`src/rtl/seg_buffer_viewer_if.sv`:
```
// Bus bundle for seg_buffer_viewer: debounced button pulses and flattened
// buffer contents in, display pins and viewer status out.
interface seg_buffer_viewer_if #(
  parameter int DATA_BITS = 8,
  parameter int FIFO      = 4,
  parameter int NUM_CH    = 2
);
  localparam int NUM_AN = DATA_BITS / 4 + 2;
  localparam int PW     = $clog2(FIFO);
  localparam int CW     = (NUM_CH > 1) ? $clog2(NUM_CH) : 1;

  logic                            btn_prev;
  logic                            btn_next;
  logic                            btn_ch;
  logic                            btn_auto;
  logic [NUM_CH*FIFO*DATA_BITS-1:0] buf_flat;
  logic [6:0]                      seg;
  logic [NUM_AN-1:0]               an;
  logic                            dp;
  logic [PW-1:0]                   page_idx;
  logic [CW-1:0]                   ch_idx;
  logic                            auto_on;

  modport master (
    output btn_prev, btn_next, btn_ch, btn_auto, buf_flat,
    input  seg, an, dp, page_idx, ch_idx, auto_on
  );

  modport slave (
    input  btn_prev, btn_next, btn_ch, btn_auto, buf_flat,
    output seg, an, dp, page_idx, ch_idx, auto_on
  );
endinterface

```
`src/rtl/seg_buffer_viewer.sv`:
```
// Multi-channel FIFO viewer on a multiplexed hex display.
// Digits: entry nibbles (LS first), page index, channel tag ('t', 'r', hex).
// Optional macro SEG_DP_AUTO_EN: light the decimal point on the page digit
// while auto-scroll is active; otherwise dp stays dark.
module seg_buffer_viewer #(
  parameter int DATA_BITS   = 8,
  parameter int FIFO        = 4,
  parameter int NUM_CH      = 2,
  parameter int REFRESH_DIV = 100000,
  parameter int AUTO_FRAMES = 64
) (
  input  logic                clk,
  input  logic                rst,
  seg_buffer_viewer_if.slave  bus
);
  localparam int NUM_AN = DATA_BITS / 4 + 2;
  localparam int NIB    = DATA_BITS / 4;
  localparam int PW     = $clog2(FIFO);
  localparam int CW     = (NUM_CH > 1) ? $clog2(NUM_CH) : 1;
  localparam int SW     = $clog2(NUM_AN);
  localparam int DW     = $clog2(REFRESH_DIV);
  localparam int FW     = $clog2(AUTO_FRAMES + 1);

  logic [DW-1:0]        presc_q;
  logic [SW-1:0]        slot_q;
  logic [FW-1:0]        frame_q;
  logic [PW-1:0]        page_q;
  logic [CW-1:0]        ch_q;
  logic                 auto_q;
  logic [6:0]           seg_q;
  logic [NUM_AN-1:0]    an_q;

  logic                 presc_tc;
  logic                 frame_end;
  logic                 manual;
  logic                 auto_step;
  logic [PW-1:0]        page_d;
  logic [CW-1:0]        ch_d;
  logic [FW-1:0]        frame_d;
  logic                 auto_d;
  logic [DATA_BITS-1:0] entry;
  logic [4:0]           code;
  logic [6:0]           glyph;
  logic [NUM_AN-1:0]    an_d;

  // Scan timing: end of a digit slot and end of a full frame
  always_comb begin
    presc_tc  = (presc_q == DW'(REFRESH_DIV - 1));
    frame_end = presc_tc && (slot_q == SW'(NUM_AN - 1));
  end

  // Navigation: manual page step beats auto step; btn_auto toggles and restarts frame count
  always_comb begin
    page_d    = page_q;
    ch_d      = ch_q;
    frame_d   = frame_q;
    auto_d    = auto_q;
    auto_step = 1'b0;
    manual    = bus.btn_prev ^ bus.btn_next;
    if (bus.btn_auto) begin
      auto_d  = ~auto_q;
      frame_d = '0;
    end else if (manual) begin
      frame_d = '0;
    end else if (auto_q && frame_end) begin
      if (frame_q == FW'(AUTO_FRAMES - 1)) begin
        frame_d   = '0;
        auto_step = 1'b1;
      end else begin
        frame_d = frame_q + 1'b1;
      end
    end
    if (manual)
      page_d = bus.btn_next ? page_q + 1'b1 : page_q - 1'b1;
    else if (auto_step)
      page_d = page_q + 1'b1;
    if (bus.btn_ch)
      ch_d = (ch_q == CW'(NUM_CH - 1)) ? '0 : ch_q + 1'b1;
  end

  // Select the viewed entry and the symbol for the active digit slot
  always_comb begin
    entry = '0;
    for (int unsigned c = 0; c < NUM_CH; c++)
      for (int unsigned e = 0; e < FIFO; e++)
        if (ch_q == CW'(c) && page_q == PW'(e))
          entry = bus.buf_flat[(c*FIFO+e)*DATA_BITS +: DATA_BITS];
    code = 5'd31;
    for (int unsigned n = 0; n < NIB; n++)
      if (slot_q == SW'(n))
        code = {1'b0, entry[n*4 +: 4]};
    if (slot_q == SW'(NUM_AN - 2))
      code = 5'(page_q);
    if (slot_q == SW'(NUM_AN - 1)) begin
      if (ch_q == '0)
        code = 5'd16;
      else if (ch_q == CW'(1))
        code = 5'd17;
      else
        code = 5'(ch_q);
    end
    an_d = '1;
    for (int unsigned n = 0; n < NUM_AN; n++)
      an_d[n] = (slot_q != SW'(n));
  end

  // Symbol to active-low {g..a} cathode pattern; codes 16/17 are 't'/'r'
  always_comb begin
    case (code)
      5'd0:    glyph = 7'b1000000;
      5'd1:    glyph = 7'b1111001;
      5'd2:    glyph = 7'b0100100;
      5'd3:    glyph = 7'b0110000;
      5'd4:    glyph = 7'b0011001;
      5'd5:    glyph = 7'b0010010;
      5'd6:    glyph = 7'b0000010;
      5'd7:    glyph = 7'b1111000;
      5'd8:    glyph = 7'b0000000;
      5'd9:    glyph = 7'b0010000;
      5'd10:   glyph = 7'b0001000;
      5'd11:   glyph = 7'b0000011;
      5'd12:   glyph = 7'b1000110;
      5'd13:   glyph = 7'b0100001;
      5'd14:   glyph = 7'b0000110;
      5'd15:   glyph = 7'b0001110;
      5'd16:   glyph = 7'b0000111;
      5'd17:   glyph = 7'b0101111;
      default: glyph = 7'h7F;
    endcase
  end

  // Scan counters, viewer state and registered display outputs
  always_ff @(posedge clk) begin
    if (rst) begin
      presc_q <= '0;
      slot_q  <= '0;
      frame_q <= '0;
      page_q  <= '0;
      ch_q    <= '0;
      auto_q  <= 1'b0;
      seg_q   <= 7'h7F;
      an_q    <= '1;
    end else begin
      presc_q <= presc_tc ? '0 : presc_q + 1'b1;
      if (presc_tc)
        slot_q <= (slot_q == SW'(NUM_AN - 1)) ? '0 : slot_q + 1'b1;
      frame_q <= frame_d;
      page_q  <= page_d;
      ch_q    <= ch_d;
      auto_q  <= auto_d;
      seg_q   <= glyph;
      an_q    <= an_d;
    end
  end

`ifdef SEG_DP_AUTO_EN
  logic dp_q;

  // Decimal point marks the page digit while auto-scrolling
  always_ff @(posedge clk) begin
    if (rst)
      dp_q <= 1'b1;
    else
      dp_q <= ~(auto_q && (slot_q == SW'(NUM_AN - 2)));
  end

  assign bus.dp = dp_q;
`else
  assign bus.dp = 1'b1;
`endif

  assign bus.seg      = seg_q;
  assign bus.an       = an_q;
  assign bus.page_idx = page_q;
  assign bus.ch_idx   = ch_q;
  assign bus.auto_on  = auto_q;
endmodule

```
`src/flat_wrapper.sv`:
```
// flat-port wrapper written by rule: the top's interface ports become plain ports
module seg_buffer_viewer_flat 
#(
  parameter int DATA_BITS   = 8,
  parameter int FIFO        = 4,
  parameter int NUM_CH      = 2,
  parameter int REFRESH_DIV = 100000,
  parameter int AUTO_FRAMES = 64
)
  (clk, rst, bus_btn_prev, bus_btn_next, bus_btn_ch, bus_btn_auto, bus_buf_flat, bus_seg, bus_an, bus_dp, bus_page_idx, bus_ch_idx, bus_auto_on);
  seg_buffer_viewer_if #(.DATA_BITS(DATA_BITS), .FIFO(FIFO), .NUM_CH(NUM_CH)) bus_i ();
  input  logic clk;
  input  logic rst;
  input wire logic [$bits(bus_i.btn_prev)-1:0] bus_btn_prev;
  input wire logic [$bits(bus_i.btn_next)-1:0] bus_btn_next;
  input wire logic [$bits(bus_i.btn_ch)-1:0] bus_btn_ch;
  input wire logic [$bits(bus_i.btn_auto)-1:0] bus_btn_auto;
  input wire logic [$bits(bus_i.buf_flat)-1:0] bus_buf_flat;
  output wire logic [$bits(bus_i.seg)-1:0] bus_seg;
  output wire logic [$bits(bus_i.an)-1:0] bus_an;
  output wire logic [$bits(bus_i.dp)-1:0] bus_dp;
  output wire logic [$bits(bus_i.page_idx)-1:0] bus_page_idx;
  output wire logic [$bits(bus_i.ch_idx)-1:0] bus_ch_idx;
  output wire logic [$bits(bus_i.auto_on)-1:0] bus_auto_on;
  assign bus_i.btn_prev = bus_btn_prev;
  assign bus_i.btn_next = bus_btn_next;
  assign bus_i.btn_ch = bus_btn_ch;
  assign bus_i.btn_auto = bus_btn_auto;
  assign bus_i.buf_flat = bus_buf_flat;
  assign bus_seg = bus_i.seg;
  assign bus_an = bus_i.an;
  assign bus_dp = bus_i.dp;
  assign bus_page_idx = bus_i.page_idx;
  assign bus_ch_idx = bus_i.ch_idx;
  assign bus_auto_on = bus_i.auto_on;
  seg_buffer_viewer #(.DATA_BITS(DATA_BITS), .FIFO(FIFO), .NUM_CH(NUM_CH), .REFRESH_DIV(REFRESH_DIV), .AUTO_FRAMES(AUTO_FRAMES)) u_core (.clk(clk), .rst(rst), .bus(bus_i));
endmodule
```
`config.mk`:
```
export PLATFORM = sky130hd
export DESIGN_NAME = seg_buffer_viewer_flat
export DESIGN_NICKNAME = d
export VERILOG_FILES = /design/src/rtl/seg_buffer_viewer_if.sv /design/src/rtl/seg_buffer_viewer.sv /design/src/flat_wrapper.sv
export SDC_FILE = /design/constraint.sdc
export NUM_CORES = 1
export LEC_CHECK = 0
export CORE_MARGIN = 4
export CORE_UTILIZATION = 43
export DETAILED_ROUTE_END_ITERATION = 16
export PLACE_DENSITY = 0.87
export SLEW_MARGIN = 5
export SYNTH_ARGS = -nofsm -noshare
export SYNTH_HDL_FRONTEND = slang
export SYNTH_SLANG_ARGS = --single-unit
export TNS_END_PERCENT = 10
```
`constraint.sdc`:
```
create_clock -name clk -period 3.05 [get_ports clk]
set_clock_uncertainty 0.05 [all_clocks]
set_input_delay 0.7625 -clock clk [delete_from_list [all_inputs] [get_ports clk]]
set_output_delay 0.7625 -clock clk [all_outputs]
set_load 0.02 [all_outputs]
```
After elaboration in Yosys (flattened, before gate mapping)
Memory sizes are Yosys's and may differ from the RTL's. A register that Yosys moved wholly into a read port is not among the register bits. Cells that the tools add are included. Widths: inputs -> output; s select.

Output and inout port bits: 16. Bits in registers: 34. Memories kept: 1. Input port bits: 70. Word-level logic and storage cells: 67. Memory bits (read-only): 224.

Add/subtract/negate cells: 6. Equality and inequality tests: 11. Reduce and logical (&&, ||, !) cells: 16. Multiplexer cells: 23. Bitwise logic cells: 3.

Memories: (name not given) (words 32, bits a word 7, rd ports 1, clocked after memory_dff 1, wr ports 0, RTL line seg_buffer_viewer.sv:109) `case (code)`.

Operators by type and width (count): $mux 8 (8); $mux 5 (4); $add 17x1->17 const B (1); $eq 17x17->1 const B (1); $logic_and 1x1->1 (10); $eq 2x2->1 const B (4); $mux 2 (4); $add 7x1->7 const B (1); $eq 7x6->1 const B (1); $mux 7 (1); $mux 1 (6); $add 2x1->2 const B (2); $eq 2x1->1 const B (2); $logic_not 2->1 (2); $ne 2x2->1 const B (2); $reduce_bool 2->1 (2); $reduce_or 3->1 (1); $ne 2x1->1 const B (1); $not 1->1 (2); $reduce_or 2->1 (1); $sub 2x1->2 const B (1); $add 1x1->1 const B (1); $xor 1x1->1 (1).

Logic depth before layout (Yosys ltp)
Gate-level depths: netlist of run 1.

Word-level depth: 14. Gate-level depth with buffers: 16. Gate-level depth less buffers: 13.

Worst setup path before layout of run 1
OpenSTA, ideal clock, no wires.

Path kind: reg-to-reg. From: register u_core.page_q[1], in the netlist u_core.bus.page_idx[1]. To: register u_core.seg_q[1], in the netlist u_core.bus.seg[1]. Period minus slack after synthesis: 3.170 ns. Path slack: -0.120 ns. Path buffers: 3. Required time: 2.878 ns. Cell stages (with the launch flop): 13. Arrival: 2.998 ns. Cells stage by stage: dfxtp_1 inv_1 ha_1 buf_2 buf_6 buf_4 a221o_1 a221oi_1 o221ai_1 a22oi_2 ha_1 a311o_1 a221o_1.

Word-level cells in the longest chain between the ends: 14. Elaborated cells between the ends (all ways): 24. Those cells by class: eq/ne (3); mux (12); reduce/logical (9).

Ends and longest elaborated chain: from (decl) (RTL line seg_buffer_viewer.sv:27) `logic [PW-1:0] page_q;`; from (signal assigned) (RTL line seg_buffer_viewer.sv:148) `page_q <= page_d;`; $logic_not 2->1 (RTL line seg_buffer_viewer.sv:86) `if (ch_q == CW'(c) && page_q == PW'(e))`; $logic_and 1x1->1 (RTL line seg_buffer_viewer.sv:86); $mux 8 (8 in a row) (RTL line seg_buffer_viewer.sv:86); $mux 5 (2 in a row) (RTL line seg_buffer_viewer.sv:90) `if (slot_q == SW'(n))`; $mux 5 (*) (RTL line seg_buffer_viewer.sv:92) `if (slot_q == SW'(NUM_AN - 2))`; $mux 5 (*) (RTL line seg_buffer_viewer.sv:94) `if (slot_q == SW'(NUM_AN - 1)) begin`; to (decl) (RTL line seg_buffer_viewer.sv:30) `logic [6:0] seg_q;`.

Mark *: on every way between the ends. The rest lies on a longest branch, timed or not. A chain may end at the register's enable or synchronous reset.

Final worst setup path of run 1
From: input port bus_buf_flat[8]. To: register u_core.seg_q[1], in the netlist u_core.bus.seg[1].

Word-level cells in the longest chain between the ends: 11.

Ends and longest elaborated chain: from (decl) (RTL line flat_wrapper.sv:18) `input wire logic [$bits(bus_i.buf_flat)-1:0] bus_buf_flat;`; $mux 8 (7 in a row) (RTL line seg_buffer_viewer.sv:86); $mux 5 (2 in a row) (RTL line seg_buffer_viewer.sv:90); $mux 5 (RTL line seg_buffer_viewer.sv:92); $mux 5 (RTL line seg_buffer_viewer.sv:94).

Every way passes these cells.

==> flow_summary.ini, run 1 <==
[logic_synthesis]
synth.avg_cell_area_um2 = 8.410
synth_nets = 423
synth_top_area_frac = 0.2887
syn_inst = 338
synth-edff-count = 0
yosysWarningCount = 0
synth_most_common_cell = dfxtp_1
synth_seq_cells = 41
async_reset_ff_frac = 0
yosysTopAreaCell = dfxtp_1
yosysUniqueCellTypes = 68
synth_area_mm2 = 0.002843
synth_commonest_cells = dfxtp_1 (41), nor2_1 (37), nand2_1 (30)
yosysSeqAreaShare = 0.2887
ys_top_cells_by_area = dfxtp_1 (29%), ha_1 (6.6%), nor2_1 (4.9%)
synthFlopType = dfxtp_1

[floorplanning]
die_w_um = 89.31
die_area_mm2 = 0.007976
start_util = 0.4451
num_rows = 29
die_h_um = 89.31
io-pin-count = 86
core_mm2 = 0.006386

[pwr]
ir_drop_mv = 0.3991
powerDensity_mw_per_mm2 = 475.9
leakagePower_nw = 1.646

[global_route]
grt_start_max_net_pins = 20
overflow = 0
antenna_found_initial = 0
grt_pass1_wl_mm = 14.45
grt_use_total = 0.2322
grt_pass1_vias = 3014

[min_path]
min_path_type = reg -> reg
hold_path_startpoint = u_core.presc_q[0]
hold_depth = 1
min_to = u_core.presc_q[0]

[critical_path]
worst-endpoint-arrival_ns = 3.15
worstReg2RegStart = u_core.bus.page_idx[0]
criticalPathCategory = in -> reg
path_max_fanout = 4
crit_required_ns = 3.18
r2r_end = u_core.bus.seg[1]
rrSetupSlack_ns = 0.05
start_kind = primary input
ff2ff_path_depth = 10
cp-end-kind = flop

[finish]
layout-drive-gt1-share = 0.1828
diodes = 0
multi_input_area_mm2 = 0.001939
register_area_um2 = 828.3
syn_to_final_growth_pct = 48.50
final.fill_count = 500
nets = 538

[drt]
antenna_left = 0
vias_per_cell = 5.832
post_drt_wl_per_cell_um = 17.58
vias = 3097
first_iter_violations = 281
drc_errors = 0
first_pass_iters = 5
wl_mm = 9.334

[clock_tree]
tritoncts = yes
path_clk_slew_ns = 0.08
root_buffer = clkbuf_8
clkSinkCount = 41
clk_path_buf_depth = 2
htree_levels = 2
cts_buffers = 5
clk_latency_ns = 0.30

[outcome]
status = complete, no violations

[place]
dp_hpwl_mm = 6.936
port_buffers = 84
gp_congestion = 1.058

[job]
max_cap_viol_count = 0

[sta]
tightest_slew_ns = 0.5129
fin_crit_sh = 0.9914
hold_viol = 0
rsz0062_at_grt = true
drv_slew = 0
timing.fmax_ghz = 0.3307
setup_viol = 0
tns_ns = 0
fin_crit_ns = 3.024
slew_headroom = 0.6570
whs_ns = 0.4359
## report_power, final
group	total [mW]	switching, mW	internal, mW
combinational	0.997	0.478	0.518
sequential	0.605	0.0247	0.580
clock	0.408	0.196	0.212
total	2.01	0.698	1.31
## cell type report
class                      instances  share of cell area
clock buffer                       6             0.02223
clock inverter                     2            0.003853
inverter                          23             0.02134
multi-input combinational        258              0.4594
sequential                        41              0.1962
tap                               77             0.02282
timing repair buffer             124              0.2742
## critical path: stages
cell             delay (ns)
clkdlybuf4s50_1        0.41
a21oi_1                0.13
a221oi_1               0.10
a2111oi_1              0.46
o221ai_2               0.17
a22oi_2                0.29
ha_1                   0.30
a311o_1                0.27
a221o_1                0.26
## flip-flops by register name, indices dropped and copies added (netlist names)
| register | count |
|---|---|
| u_core.bus.seg | 7 |
| u_core.bus.page_idx | 2 |
| u_core.bus.auto_on | 1 |
| u_core.slot_q | 2 |
| u_core.presc_q | 17 |
| u_core.bus.ch_idx | 1 |
| u_core.frame_q | 7 |
| u_core.bus.an | 4 |
## logic make-up after synthesis
group,after synthesis,share of synthesized area
multiplexers,3,0.01056
AO/OA/AOI/OAI,78,0.2346
flip-flops,41,0.2887
XOR/XNOR,25,0.07702
adder cells (fa/ha/maj),15,0.06602
buffers and inverters,39,0.06602
other,1,0.001319
AND/OR/NAND/NOR,136,0.2557
## how the worst max path moves through the flow
| stage | cells past startpoint | start | end | slack (ns) |
|---|---|---|---|---|
| after floorplan | 12 | u_core.bus.page_idx[1] | u_core.bus.seg[1] | 0.007 |
| after global placement | 12 | bus_buf_flat[8] | u_core.bus.seg[3] | -0.22 |
| after detailed placement | 12 | bus_buf_flat[4] | u_core.bus.seg[5] | -0.30 |
| after CTS | 12 | bus_buf_flat[8] | u_core.bus.seg[3] | 0.03 |
| after global routing | 10 | u_core.bus.page_idx[0] | u_core.bus.seg[1] | -0.05 |
| final | 9 | bus_buf_flat[8] | u_core.bus.seg[1] | 0.03 |
## per-stage QoR
| stage | area (µm²) | total power, mW | setup WS, ns | utilization | cells |
|---|---|---|---|---|---|
| finish | 4222 | 2.009 | 0.02637 | 0.6611 | 531 |
| floorplan | 2848 | 1.117 | 0.007195 | - | 338 |
| global route | 4222 | 2.128 | -0.04906 | 0.6611 | 531 |
| global placement | 3944 | 1.478 | -0.2249 | 0.6176 | 516 |
| detailed placement | 3944 | 1.502 | -0.2999 | 0.6176 | 516 |
| CTS | 4065 | 1.917 | 0.02654 | 0.6366 | 524 |
## layer usage
layer	global-route usage	vias up	routed length, µm
met2	0.4025	154	4609
met3	0.05806	35	665
li1	-	1464	-
met5	0	-	0
met1	0.2793	1444	3775
met4	0.07848	0	284
## cells in the final DEF, fill, tap and decap left out, types with 3 or more instances in the layout
cell and instances:
nand4_1 7, inv_2 6, or3_1 3, and4_1 3, nor3b_1 3, ha_4 4, o211a_1 3, nand2b_1 4
a21oi_1 12, buf_4 38, a21o_1 3, a221o_1 3, clkbuf_8 5, nor2_1 37, clkdlybuf4s50_1 84, a221oi_1 3
xor2_1 12, and3_1 8, o221ai_1 6, a221oi_2 3, nor2b_1 3, nand2_1 30, inv_1 15, o211ai_1 4
nand3_1 17, nand3b_1 3, o21ai_0 4, and3b_1 3, xnor2_1 13, a211o_1 4, dfxtp_1 39, ha_1 10
## repair_timing
item	in CTS	in global routing
pin swaps	2	11
gates resized for setup	3	24
setup endpoints to repair	5	6
hold buffers	0	0
setup buffers	0	7
Note: power is estimated with default switching activity, not from simulation.
==> run 2: changes to the inputs <==
--- a/config.mk
+++ b/config.mk
@@ -9,6 +9,7 @@
 export CORE_UTILIZATION = 43
 export DETAILED_ROUTE_END_ITERATION = 16
 export PLACE_DENSITY = 0.87
+export SKIP_LAST_GASP = 1
 export SLEW_MARGIN = 5
 export SYNTH_ARGS = -nofsm -noshare
 export SYNTH_HDL_FRONTEND = slang
==> run 2 against run 1 <==
Against the previous run: clock power about the same; register-to-register slack improved by 0.02 ns; core utilization unchanged; global-route usage unchanged; sequential share of layout area unchanged; critical path depth increased by 1; worst setup slack improved by 0.042 ns; combinational power decreased by 0.4%; cell area unchanged; via count decreased by 0.58%; wire length decreased by 0.87%; critical path type is now reg -> reg; largest power group unchanged.
==> flow_summary.ini, run 2 (synthesized netlist as in run 1, its figures left out) <==
[outcome]
status = complete, no violations

[pwr]
ir_drop_mv = 0.3986
power.total_mw = 2.004
leakagePower_nw = 1.646
powerDensity_mw_per_mm2 = 474.8

[critical_path]
slowest_delay_ns = 0.39
crit_start = u_core.bus.page_idx[0]
worstReg2RegStart = u_core.bus.page_idx[0]
crit_required_ns = 3.18
cp_top_family = compound AO/OA/AOI/OAI gates
start_kind = flop
slowest_stage = a221o_1
path_max_fanout = 7
crit_chain = buf_4 -> ha_4 -> buf_4 -> a221o_1 -> a221oi_4 -> o221ai_2 -> a22oi_2 -> ha_1 -> a311o_1 -> a221o_1
worst-endpoint-arrival_ns = 3.11
cp-end-kind = flop
criticalPathCategory = reg -> reg
crit_buf_inv = 2

[sta]
tightest_slew_ns = 0.5070
fin_crit_sh = 0.9777
layout_setup_ws_ns = 0.06787
drv_slew = 0
fin_crit_ns = 2.982
setup_viol = 0
timing.fmax_ghz = 0.3353
rsz0062_at_grt = true
slew_headroom = 0.6609
hold_viol = 0

[finish]
nets = 538
fin_area_mm2 = 0.004222
final_core_util = 0.6611
diodes = 0
syn_to_final_growth_pct = 48.50
register_area_um2 = 828.3
most-common-layout-cells = clkdlybuf4s50_1 (84), dfxtp_1 (39), buf_4 (38), nor2_1 (37), nand2_1 (30)
layout-drive-gt1-share = 0.1828
multi_input_area_mm2 = 0.001939
final_common_cell = clkdlybuf4s50_1
final.fill_count = 500
largest_register = u_core.presc_q
largest_reg_flops = 17

[clock_tree]
clk_latency_ns = 0.29
cts_buffers = 5
root_buffer = clkbuf_8
clkSinkCount = 41
tritoncts = yes
cts.hold.buffers_added = 0
path_clk_slew_ns = 0.08
clk_path_buf_depth = 2
htree_levels = 2

[drt]
antenna_left = 0
first_pass_iters = 5
post_drt_wl_per_cell_um = 17.43
drc_errors = 0
vias = 3079
vias_per_cell = 5.798
first_iter_violations = 234
wl_mm = 9.253
routed-wl-met3_um = 638
wl_met2_mm = 4.587
highest_layer = met4
wl_met1_mm = 3.729

[place]
placed_area_mm2 = 0.003944
dp_hpwl_mm = 6.936
gp_congestion = 1.058
port_buffers = 84
pre_cts_ws_ns = -0.2999

[min_path]
hold_path_startpoint = u_core.presc_q[0]
min_path_type = reg -> reg

[global_route]
grt_use_total = 0.2322
grt_pass1_vias = 3014
grt_pass1_wl_mm = 14.45
grt_start_max_net_pins = 20
overflow = 0
antenna_found_initial = 0

[floorplanning]
die_w_um = 89.31
core_mm2 = 0.006386
start_util = 0.4451
io-pin-count = 86
die_h_um = 89.31
die_area_mm2 = 0.007976
num_rows = 29

[job]
max_cap_viol_count = 0
run 2: changes by cell type in the layout (fill, tap and decap cells not counted):
cell / change
o21ai_0: +1
o21ai_1: -1
run 2: layer usage:
layer,vias to the layer above,track usage
li1,1463,-
met2,136,0.4025
met5,-,0
met4,0,0.07848
met1,1443,0.2793
met3,37,0.05806
run 2: final cells by class:
class,instances,area share
sequential,41,0.1962
inverter,23,0.02134
timing repair buffer,124,0.2742
clock inverter,2,0.003853
multi-input combinational,258,0.4594
tap,77,0.02282
clock buffer,6,0.02223
run 2: where the power goes:
part / internal [mW] / switching (mW) / total [mW]
Combinational: 0.518 / 0.475 / 0.993
Clock: 0.212 / 0.194 / 0.406
Sequential: 0.580 / 0.0247 / 0.605
Total: 1.31 / 0.694 / 2.00
run 2: timing repair:
item,CTS,global route
pin swaps,2,10
endpoints found under the setup margin,5,6
setup buffers,0,7
endpoints found under the hold margin,0,0
resized for setup,3,23
run 2: through the flow:
stage	instances	TNS [ns]	hold slack, ns
detailed placement	516	-1.691	0.4103
global placement	516	-1.094	0.4078
global route	531	-0.2428	0.4560
CTS	524	0	0.4292
finish	531	0	0.4368
floorplan	338	0	0.3837
run 2: path summary, 6_finish.rpt:
check                 endpoint  slack (ns)  cells after the start
max          u_core.bus.seg[1]        0.07                     10
min          u_core.presc_q[0]        0.44                      1
max reg2reg  u_core.bus.seg[1]        0.07                     10
min reg2reg  u_core.presc_q[0]        0.44                      1
